==> src/rtl/l0_skew_fifo.sv <==
// L0 input buffer: row lane FIFOs with one shared push, popped in broadcast or skewed-wavefront order.
// Optional L0_OCC_EN: drives occ with lane-0 entry count; otherwise occ is tied to 0.

module l0_skew_lane #(
  parameter int bw    = 4,
  parameter int depth = 64,
  parameter int aw    = $clog2(depth)
) (
  input  logic          clk,
  input  logic          reset,
  input  logic          push_i,
  input  logic [aw-1:0] wptr_i,
  input  logic [bw-1:0] din_i,
  input  logic          rd_en_i,
  output logic [bw-1:0] dout_o,
  output logic          vld_o,
  output logic [aw:0]   cnt_o
);
  logic [bw-1:0] mem_q [depth];
  logic [aw-1:0] rptr_q;
  logic [aw:0]   cnt_q;
  logic [bw-1:0] dout_q;
  logic          vld_q;
  logic          pop;

  // An enabled pop on an empty lane is a no-op; out keeps its last value.
  assign pop = rd_en_i && (cnt_q != '0);

  always_ff @(posedge clk)
    if (push_i) mem_q[wptr_i] <= din_i;

  always_ff @(posedge clk) begin
    if (reset) begin
      rptr_q <= '0;
      cnt_q  <= '0;
      dout_q <= '0;
      vld_q  <= 1'b0;
    end else begin
      vld_q <= pop;
      if (pop) begin
        dout_q <= mem_q[rptr_q];
        rptr_q <= rptr_q + aw'(1);
      end
      case ({push_i, pop})
        2'b10:   cnt_q <= cnt_q + (aw+1)'(1);
        2'b01:   cnt_q <= cnt_q - (aw+1)'(1);
        default: cnt_q <= cnt_q;
      endcase
    end
  end

  assign dout_o = dout_q;
  assign vld_o  = vld_q;
  assign cnt_o  = cnt_q;
endmodule

module l0_skew_fifo #(
  parameter int row   = 8,
  parameter int bw    = 4,
  parameter int depth = 64,
  parameter int aw    = $clog2(depth)
) (
  input  logic              clk,
  input  logic              reset,
  input  logic [row*bw-1:0] in,
  input  logic              wr,
  input  logic              rd,
  input  logic              mode,
  output logic [row*bw-1:0] out,
  output logic [row-1:0]    o_valid,
  output logic              o_full,
  output logic              o_ready,
  output logic              o_empty,
  output logic              o_busy,
  output logic [aw:0]       occ
);
  logic [aw-1:0]        wptr_q;
  logic [row-1:0]       rd_en_q, rd_en_d;
  logic                 mode_q, mode_d, mode_eff;
  logic                 push;
  logic [row-1:0][aw:0] cnt;

  assign push = wr && !o_full && !reset;

  for (genvar i = 0; i < row; i++) begin : g_lane
    l0_skew_lane #(.bw(bw), .depth(depth), .aw(aw)) u_lane (
      .clk    (clk),
      .reset  (reset),
      .push_i (push),
      .wptr_i (wptr_q),
      .din_i  (in[bw*i +: bw]),
      .rd_en_i(rd_en_q[i]),
      .dout_o (out[bw*i +: bw]),
      .vld_o  (o_valid[i]),
      .cnt_o  (cnt[i])
    );
  end

  always_comb begin
    o_full  = 1'b0;
    o_empty = 1'b1;
    for (int i = 0; i < row; i++) begin
      o_full  = o_full  | (cnt[i] == (aw+1)'(depth));
      o_empty = o_empty & (cnt[i] == '0);
    end
  end

  assign o_ready = ~o_full;
  assign o_busy  = |rd_en_q;

  // Mode can only change between waves so a wave never mixes shapes.
  always_comb begin
    mode_eff = o_busy ? mode_q : mode;
    mode_d   = o_busy ? mode_q : mode;
    if (mode_eff) rd_en_d = (rd_en_q << 1) | row'(rd);
    else          rd_en_d = {row{rd}};
  end

  always_ff @(posedge clk) begin
    if (reset) begin
      wptr_q  <= '0;
      rd_en_q <= '0;
      mode_q  <= 1'b0;
    end else begin
      if (push) wptr_q <= wptr_q + aw'(1);
      rd_en_q <= rd_en_d;
      mode_q  <= mode_d;
    end
  end

`ifdef L0_OCC_EN
  assign occ = cnt[0];
`else
  assign occ = '0;
`endif
endmodule

==> config.mk <==
export PLATFORM = sky130hd
export DESIGN_NAME = l0_skew_fifo
export DESIGN_NICKNAME = d
export VERILOG_FILES = /design/src/rtl/l0_skew_fifo.sv
export SDC_FILE = /design/constraint.sdc
export NUM_CORES = 2
export LEC_CHECK = 0
export BUFFER_PORTS_ARGS = -buffer_cell sky130_fd_sc_hd__buf_2
export CELL_PAD_IN_SITES_DETAIL_PLACEMENT = 0
export CELL_PAD_IN_SITES_GLOBAL_PLACEMENT = 1
export CORE_MARGIN = 2
export CORE_UTILIZATION = 45
export CTS_BUF_LIST = sky130_fd_sc_hd__clkbuf_8 sky130_fd_sc_hd__clkbuf_16
export DETAILED_ROUTE_END_ITERATION = 12
export PLACE_DENSITY = 0.74
export SYNTH_ARGS = -nofsm -noshare
export SYNTH_HDL_FRONTEND = slang
export SYNTH_SLANG_ARGS = --single-unit
==> constraint.sdc <==
create_clock -name clk -period 4.72 [get_ports clk]
set_clock_uncertainty 0.05 [all_clocks]
set_input_delay 0.236 -clock clk [delete_from_list [all_inputs] [get_ports clk]]
set_output_delay 0.236 -clock clk [all_outputs]
set_load 0.02 [all_outputs]
# Yosys cells after proc, flatten, opt, wreduce, memory -nomap -nowiden
# Memories as Yosys holds them, arrays and structs flattened. A register that Yosys moved wholly into a read port is not among the register bits.
# Cells that the tools add are included.
# word_totals
ramBits,2048
input_bits,37
memories,8
wordCells,149
latchBits,0
rom_bits,0
reg_bits,127
# memory_table
memory,words,width,rd,rd_ports_with_merged_regs,write_ports,line,rtl
g_lane[0].u_lane.mem_q,64,4,1,1,1,19,logic [bw-1:0] mem_q [depth];
g_lane[1].u_lane.mem_q,64,4,1,1,1,19,
g_lane[2].u_lane.mem_q,64,4,1,1,1,19,
g_lane[3].u_lane.mem_q,64,4,1,1,1,19,
g_lane[4].u_lane.mem_q,64,4,1,1,1,19,
g_lane[5].u_lane.mem_q,64,4,1,1,1,19,
2 more memories,n/a,n/a,n/a,n/a,n/a,n/a,
# classes
n_bitwise,16
add_sub_neg,25
n_reduce_logical,37
eq_ne,24
magnitude_cmp,0
mux,12
div,0
multipliers,0
shift,0
# ops
operator,n
7-bit case mux with 2 select lines,8
"7-bit by 1-bit adder with 7-bit output, second input constant",8
"7-bit equality test, second input constant",8
7-bit zero test,8
7-bit nonzero test,8
"7-bit by 1-bit subtractor with 7-bit output, second input constant",8
"6-bit by 1-bit adder with 6-bit output, second input constant",9
"2-bit by 1-bit equality test with 1-bit output, second input constant",8
"2-bit equality test, second input constant",8
2-bit nonzero test,8
1-bit logical AND,10
8-bit 2-to-1 mux,1
8-bit by 1-bit bitwise OR with 8-bit output,1
8-bit OR reduction,1
1-bit bitwise AND,7
1-bit bitwise OR,7
1-bit 2-to-1 mux,3
1-bit zero test,2
1-bit inverter,1

# Longest topological paths before layout
# logic_depth
ltp_word,13
depth_mapped,17
mapped_depth_nobuf,14

# Hierarchy
# A second synthesis with hierarchy kept.
# unflattened
cells_unflattened,5214
area_unflattened_um2,90202.8
# by_module_without_submodules
module,area_each_um2,cells_per_inst,instances
l0_skew_lane at g_lane[1].u_lane ...,11165.7,639,7
l0_skew_lane at g_lane[0].u_lane,11193.2,640,1
l0_skew_fifo,849.6,101,1

# Worst setup path before layout
# Ideal clock, no wire load.
# synth_path
path_kind,register -> register
startpoint,register g_lane[5].u_lane.cnt_q[2]
endpoint,register g_lane[0].u_lane.cnt_q[6]
arrival_time_ns,4.061
path_stages_with_launch,18
slack_ns,0.488
path_cell_list,dfxtp_1 -> buf_2 -> or4_1 -> nor3_1 -> o2bb2ai_1 -> nor4_4 -> buf_6 -> nand2_1 -> ha_1 -> buf_1 -> xor2_1 -> ha_1 -> a21oi_1 -> and3b_1 -> a221oi_1 -> nand2_1 -> a31oi_1 -> mux2_2
# synth_via
elab_chain_len,9
word_cells_on_any_way,11
classes_between,eq/ne (3); mux (1); bitwise (3); reduce/logical (4)
# synth_lines
item,line,rtl
from (decl),21,logic [aw:0] cnt_q;
from (signal assigned),45,2'b10: cnt_q <= cnt_q + (aw+1)'(1);
from (signal assigned),46,2'b01: cnt_q <= cnt_q - (aw+1)'(1);
from (signal assigned),47,default: cnt_q <= cnt_q;
7-bit equality test (*),103,o_full = o_full | (cnt[i] == (aw+1)'(depth));
1-bit bitwise OR (*) (3 in series),103,
1-bit zero test (*),83,assign push = wr && !o_full && !reset;
1-bit logical AND (*) (2 in series),83,
2-bit by 1-bit equality test with 1-bit output or 2-bit equality test (tied branches),44,"case ({push_i, pop})"
7-bit case mux with 2 select lines or 2-bit nonzero test (tied branches),n/a,
to (signal assigned),45,
to (signal assigned),46,
to (signal assigned),47,
to (decl),21,
# Every way passes the cells marked *; elsewhere a longest branch is shown, timed or not.
# A chain may end at the register's enable or synchronous reset.

# Worst setup path after layout
# layout_path
startpoint,register g_lane[3].u_lane.cnt_q[2]
endpoint,register g_lane[5].u_lane.cnt_q[6]
# layout_via
elab_chain_len,11
word_cells_on_any_way,13
classes_between,eq/ne (3); mux (1); bitwise (5); reduce/logical (4)
# layout_lines
item,line
from (decl),21
from (signal assigned),45
from (signal assigned),46
from (signal assigned),47
7-bit equality test (*),103
1-bit bitwise OR (*) (5 in series),103
1-bit zero test (*),83
1-bit logical AND (*) (2 in series),83
2-bit by 1-bit equality test with 1-bit output or 2-bit equality test (tied branches),44
7-bit case mux with 2 select lines or 2-bit nonzero test (tied branches),n/a
# Marked as above.

==> flow_metrics.py <==
metrics = {
    "sta": {
        "tns_ns": 0,
        "setup_viol": 0,
        "period_share_pct": 88.7,
        "finalHoldViolCount": 0,
        "rsz0062_at_grt": "no",
        "maxSlewHeadroom_pct": 18.8,
        "setup_slack_ns": 0.534,
        "slew_viol_final": 0,
        "tightest_slew_ns": 1.21,
        "layout_min_cycle_time_ns": 4.19,
        "fmaxAchievable_mhz": 239,
    },
    "synth": {
        "yosys.area_share.xor_xnor_pct": 0.827,
        "synth_top_area_share_pct": 70.8,
        "syn_avg_cell_area_um2": 19.5,
        "synth-warning-count": 0,
        "synthArstFlopShare_pct": 0,
        "ys_top_cells_by_area": "edfxtp_1 71%, mux4_2 11%, dfxtp_1 3.7%, mux2i_1 3.1%, mux4_1 0.97%",
        "synth_area_leader_cell": "edfxtp_1",
        "synth_top_family_by_area": "multiplexers",
        "ys_ff_latch": 2207,
        "yosys.area_share.simple_pct": 3.62,
        "ys_seq_area_share_pct": 74.5,
        "muxShareOfSynthArea_pct": 14.9,
        "synthAdderAreaFrac_pct": 0.608,
        "synth_compound_area_share_pct": 3.82,
        "synth_ff_type": "edfxtp_1",
        "syn_inst": 4456,
        "synth_area_um2": 86900,
        "synth_edf_count": 2048,
        "ys_types": 65,
    },
    "critical_path": {
        "worstPathMaxFanout": 16,
        "critPathLaunchType": "flop",
        "reg2reg_slack_ns": 0.53,
        "endpoint": "g_lane[5].u_lane.cnt_o[6]",
        "worstPathArrival_ns": 4.88,
        "cp-end-kind": "flop",
        "reg2reg_depth": 16,
        "r2r-start": "g_lane[3].u_lane.cnt_o[2]",
        "reg2reg_to": "g_lane[5].u_lane.cnt_o[6]",
        "critPathLaunch": "g_lane[3].u_lane.cnt_o[2]",
        "crit_type": "flop to flop",
        "worstPathRequired_ns": 5.42,
    },
    "die": {
        "die_w_um": 443,
        "dieArea_um2": 197000,
        "io_pins": 88,
        "coreArea_um2": 192000,
        "die_y_um": 443,
        "start_util_pct": 45.2,
        "core.rowCount": 161,
    },
    "clock_network": {
        "cts.sink_count": 2207,
        "clockRootBuffer": "clkbuf_16",
        "post_cts_resize_count": 0,
        "cts.clk_slew.worst_paths_ns": 0.07,
        "cts_tree": "yes",
        "clock_latency_ns": 0.85,
        "cts_max_level": 4,
        "cts_buffers": 210,
        "cts_buffer_depth": 3,
    },
    "finish": {
        "area_growth_pct": 13.3,
        "layout_commonest_cell": "edfxtp_1",
        "postLayoutCoreUtil_pct": 51.2,
        "drive_above_1_share_pct": 22.1,
        "area.sequential_um2": 64700,
        "nFillCells": 15100,
        "fin_nets": 4748,
        "final_cell_mix": "2048 x edfxtp_1, 408 x mux4_2, 267 x mux2i_1",
        "multi_input_comb_area_um2": 21200,
        "final_cells": 7378,
    },
    "routing": {
        "route.vias.total": 44800,
        "drt_iter0_drc": 5032,
        "postRouteAntennaNets": 0,
        "post_drt_via_cell_ratio": 6.07,
        "routed_wl_um": 219000,
        "first_pass_iters": 5,
        "remaining_drc_errors": 0,
        "wl_per_cell_um": 29.7,
    },
    "global_routing": {
        "antenna_found_initial": 12,
        "grt.overflow.total": 0,
        "grt_usage_pct": 22.1,
        "grt_pass1_wl_um": 314000,
        "grt_pass1_vias": 43400,
        "grt_start_max_net_pins": 91,
    },
    "power_and_ir_drop": {
        "p_sw_share_pct": 23.3,
        "comb_power_share_pct": 10.5,
        "power.leakage_nw": 30.5,
        "switching_power_mw": 10.2,
        "peakVddDrop_v": 0.000372,
        "p_int_mw": 33.6,
        "seq_power_share_pct": 51.0,
        "pwr_density_cell_nw_per_um2": 445,
        "fin_total_pwr_mw": 43.8,
        "pwr-share-clk_pct": 38.5,
    },
    "place": {
        "dp.cells": 6979,
        "dp_worst_setup_slack_ns": 0.571,
        "hpwl_um": 126000,
        "place.gp.congestion": 0.803,
        "io_buffer_count": 80,
    },
    "run_status": {
        "status": "complete, no violations",
    },
    "hold_path": {
        "min_path_type": "input pin to flop",
    },
    "job": {
        "cap_violations": 0,
    },
}
## metal layers
metal	wire, um	share of wire (%)	global-route usage (%)
met2	104000	48	34.9
met1	90200	41	31.4
met5	0	0	0
met4	6170	2.8	6.38
met3	18600	8.5	4.30
## power groups by stage
stage / logic, mW / registers (mW) / clock network (mW)
2_1_floorplan: 3.76 / 22.3 / 0
3_3_place_gp: 4.59 / 22.8 / 0
3_5_place_dp: 4.64 / 22.8 / 0
4_1_cts: 4.66 / 22.4 / 17.1
5_1_grt: 4.98 / 22.4 / 17.8
6_report: 4.62 / 22.3 / 16.9
## cell families after synthesis
kind of cell | after synthesis
multiplexers | 728
other | 1
adder cells (fa/ha/maj) | 41
flip-flops | 2207
XOR/XNOR | 82
buffers and inverters | 290
AND/OR/NAND/NOR | 620
AO/OA/AOI/OAI | 487
## cell usage after synthesis, types with 17 or more instances
| cell | number |
|---|---|
| a211o_1 | 17 |
| a211oi_1 | 55 |
| a21o_1 | 33 |
| a21oi_1 | 103 |
| a311o_1 | 17 |
| a32oi_1 | 20 |
| and3_1 | 21 |
| buf_1 | 37 |
| buf_2 | 59 |
| buf_4 | 52 |
| clkbuf_1 | 92 |
| dfxtp_1 | 159 |
| edfxtp_1 | 2048 |
| ha_1 | 39 |
| inv_1 | 24 |
| mux2_2 | 21 |
| mux2i_1 | 267 |
| mux4_1 | 32 |
| mux4_2 | 408 |
| nand2_1 | 112 |
| nand2b_1 | 26 |
| nand3_1 | 62 |
| nand3b_1 | 35 |
| nand4_1 | 36 |
| nor2_1 | 201 |
| nor2b_1 | 35 |
| nor3b_1 | 19 |
| o211ai_1 | 29 |
| o21ai_0 | 79 |
| o221ai_1 | 54 |
| o22ai_1 | 48 |
| or3_1 | 18 |
| xnor2_1 | 20 |
| xor2_1 | 62 |
## repair_timing
| item | 4_1_cts | 5_1_grt |
|---|---|---|
| hold buffers | 5 | 0 |
| hold endpoints to repair | 180 | 0 |
| setup buffers | 0 | 0 |
## cell type report
class                      count  area share (%)
clock inverter               167            1.46
sequential                  2207            65.8
clock buffer                 224            5.58
timing repair buffer         254            2.34
multi-input combinational   1965            21.5
antenna                        3         0.00763
inverter                      32           0.122
tap                         2526            3.21
## critical path: stages (launching register included)
cell and delay [ns]:
dfxtp_1 0.37, or4_1 0.59, nor3_1 0.20, a22o_1 0.28, nor4_4 0.07, nand2_1 0.24, buf_4 0.22, ha_1 0.15
buf_4 0.20, xor2_1 0.09, ha_1 0.20, a21oi_1 0.23, o21ai_0 0.13, a221oi_1 0.40, nand2_1 0.09, a31oi_1 0.21
mux2_2 0.35
## worst min-delay path by stage
stage | startpoint | endpoint | slack, ns | depth (start not counted)
floorplan | reset | rd_en_q[0] | 0.27 | 1
global placement | g_lane[1].u_lane.dout_o[2] | g_lane[1].u_lane.dout_o[2] | 0.41 | 2
detailed placement | g_lane[1].u_lane.dout_o[3] | g_lane[1].u_lane.dout_o[3] | 0.41 | 2
CTS | in[12] | g_lane[3].u_lane.mem_q[23][0] | 0.02 | 1
global route | wr | wptr_q[3] | 0.1 | 6
finish | in[21] | g_lane[5].u_lane.mem_q[34][1] | 0.06 | 1
## sequential cells by signal, indices dropped and copies added (netlist names)
name and flops:
g_lane.u_lane.vld_o 8, mode_q 1, wptr_q 6, g_lane.u_lane.mem_q 2048, rd_en_q 8, g_lane.u_lane.cnt_o 56
g_lane.u_lane.rptr_q 48, g_lane.u_lane.dout_o 32
## per-stage QoR
step	hold slack, ns	area, um2
floorplan	0.265	86900
global placement	0.410	91400
detailed placement	0.405	91400
CTS	0.0169	98400
global route	0.0981	98400
finish	0.0625	98400
Power figures use the tool's default switching activity.
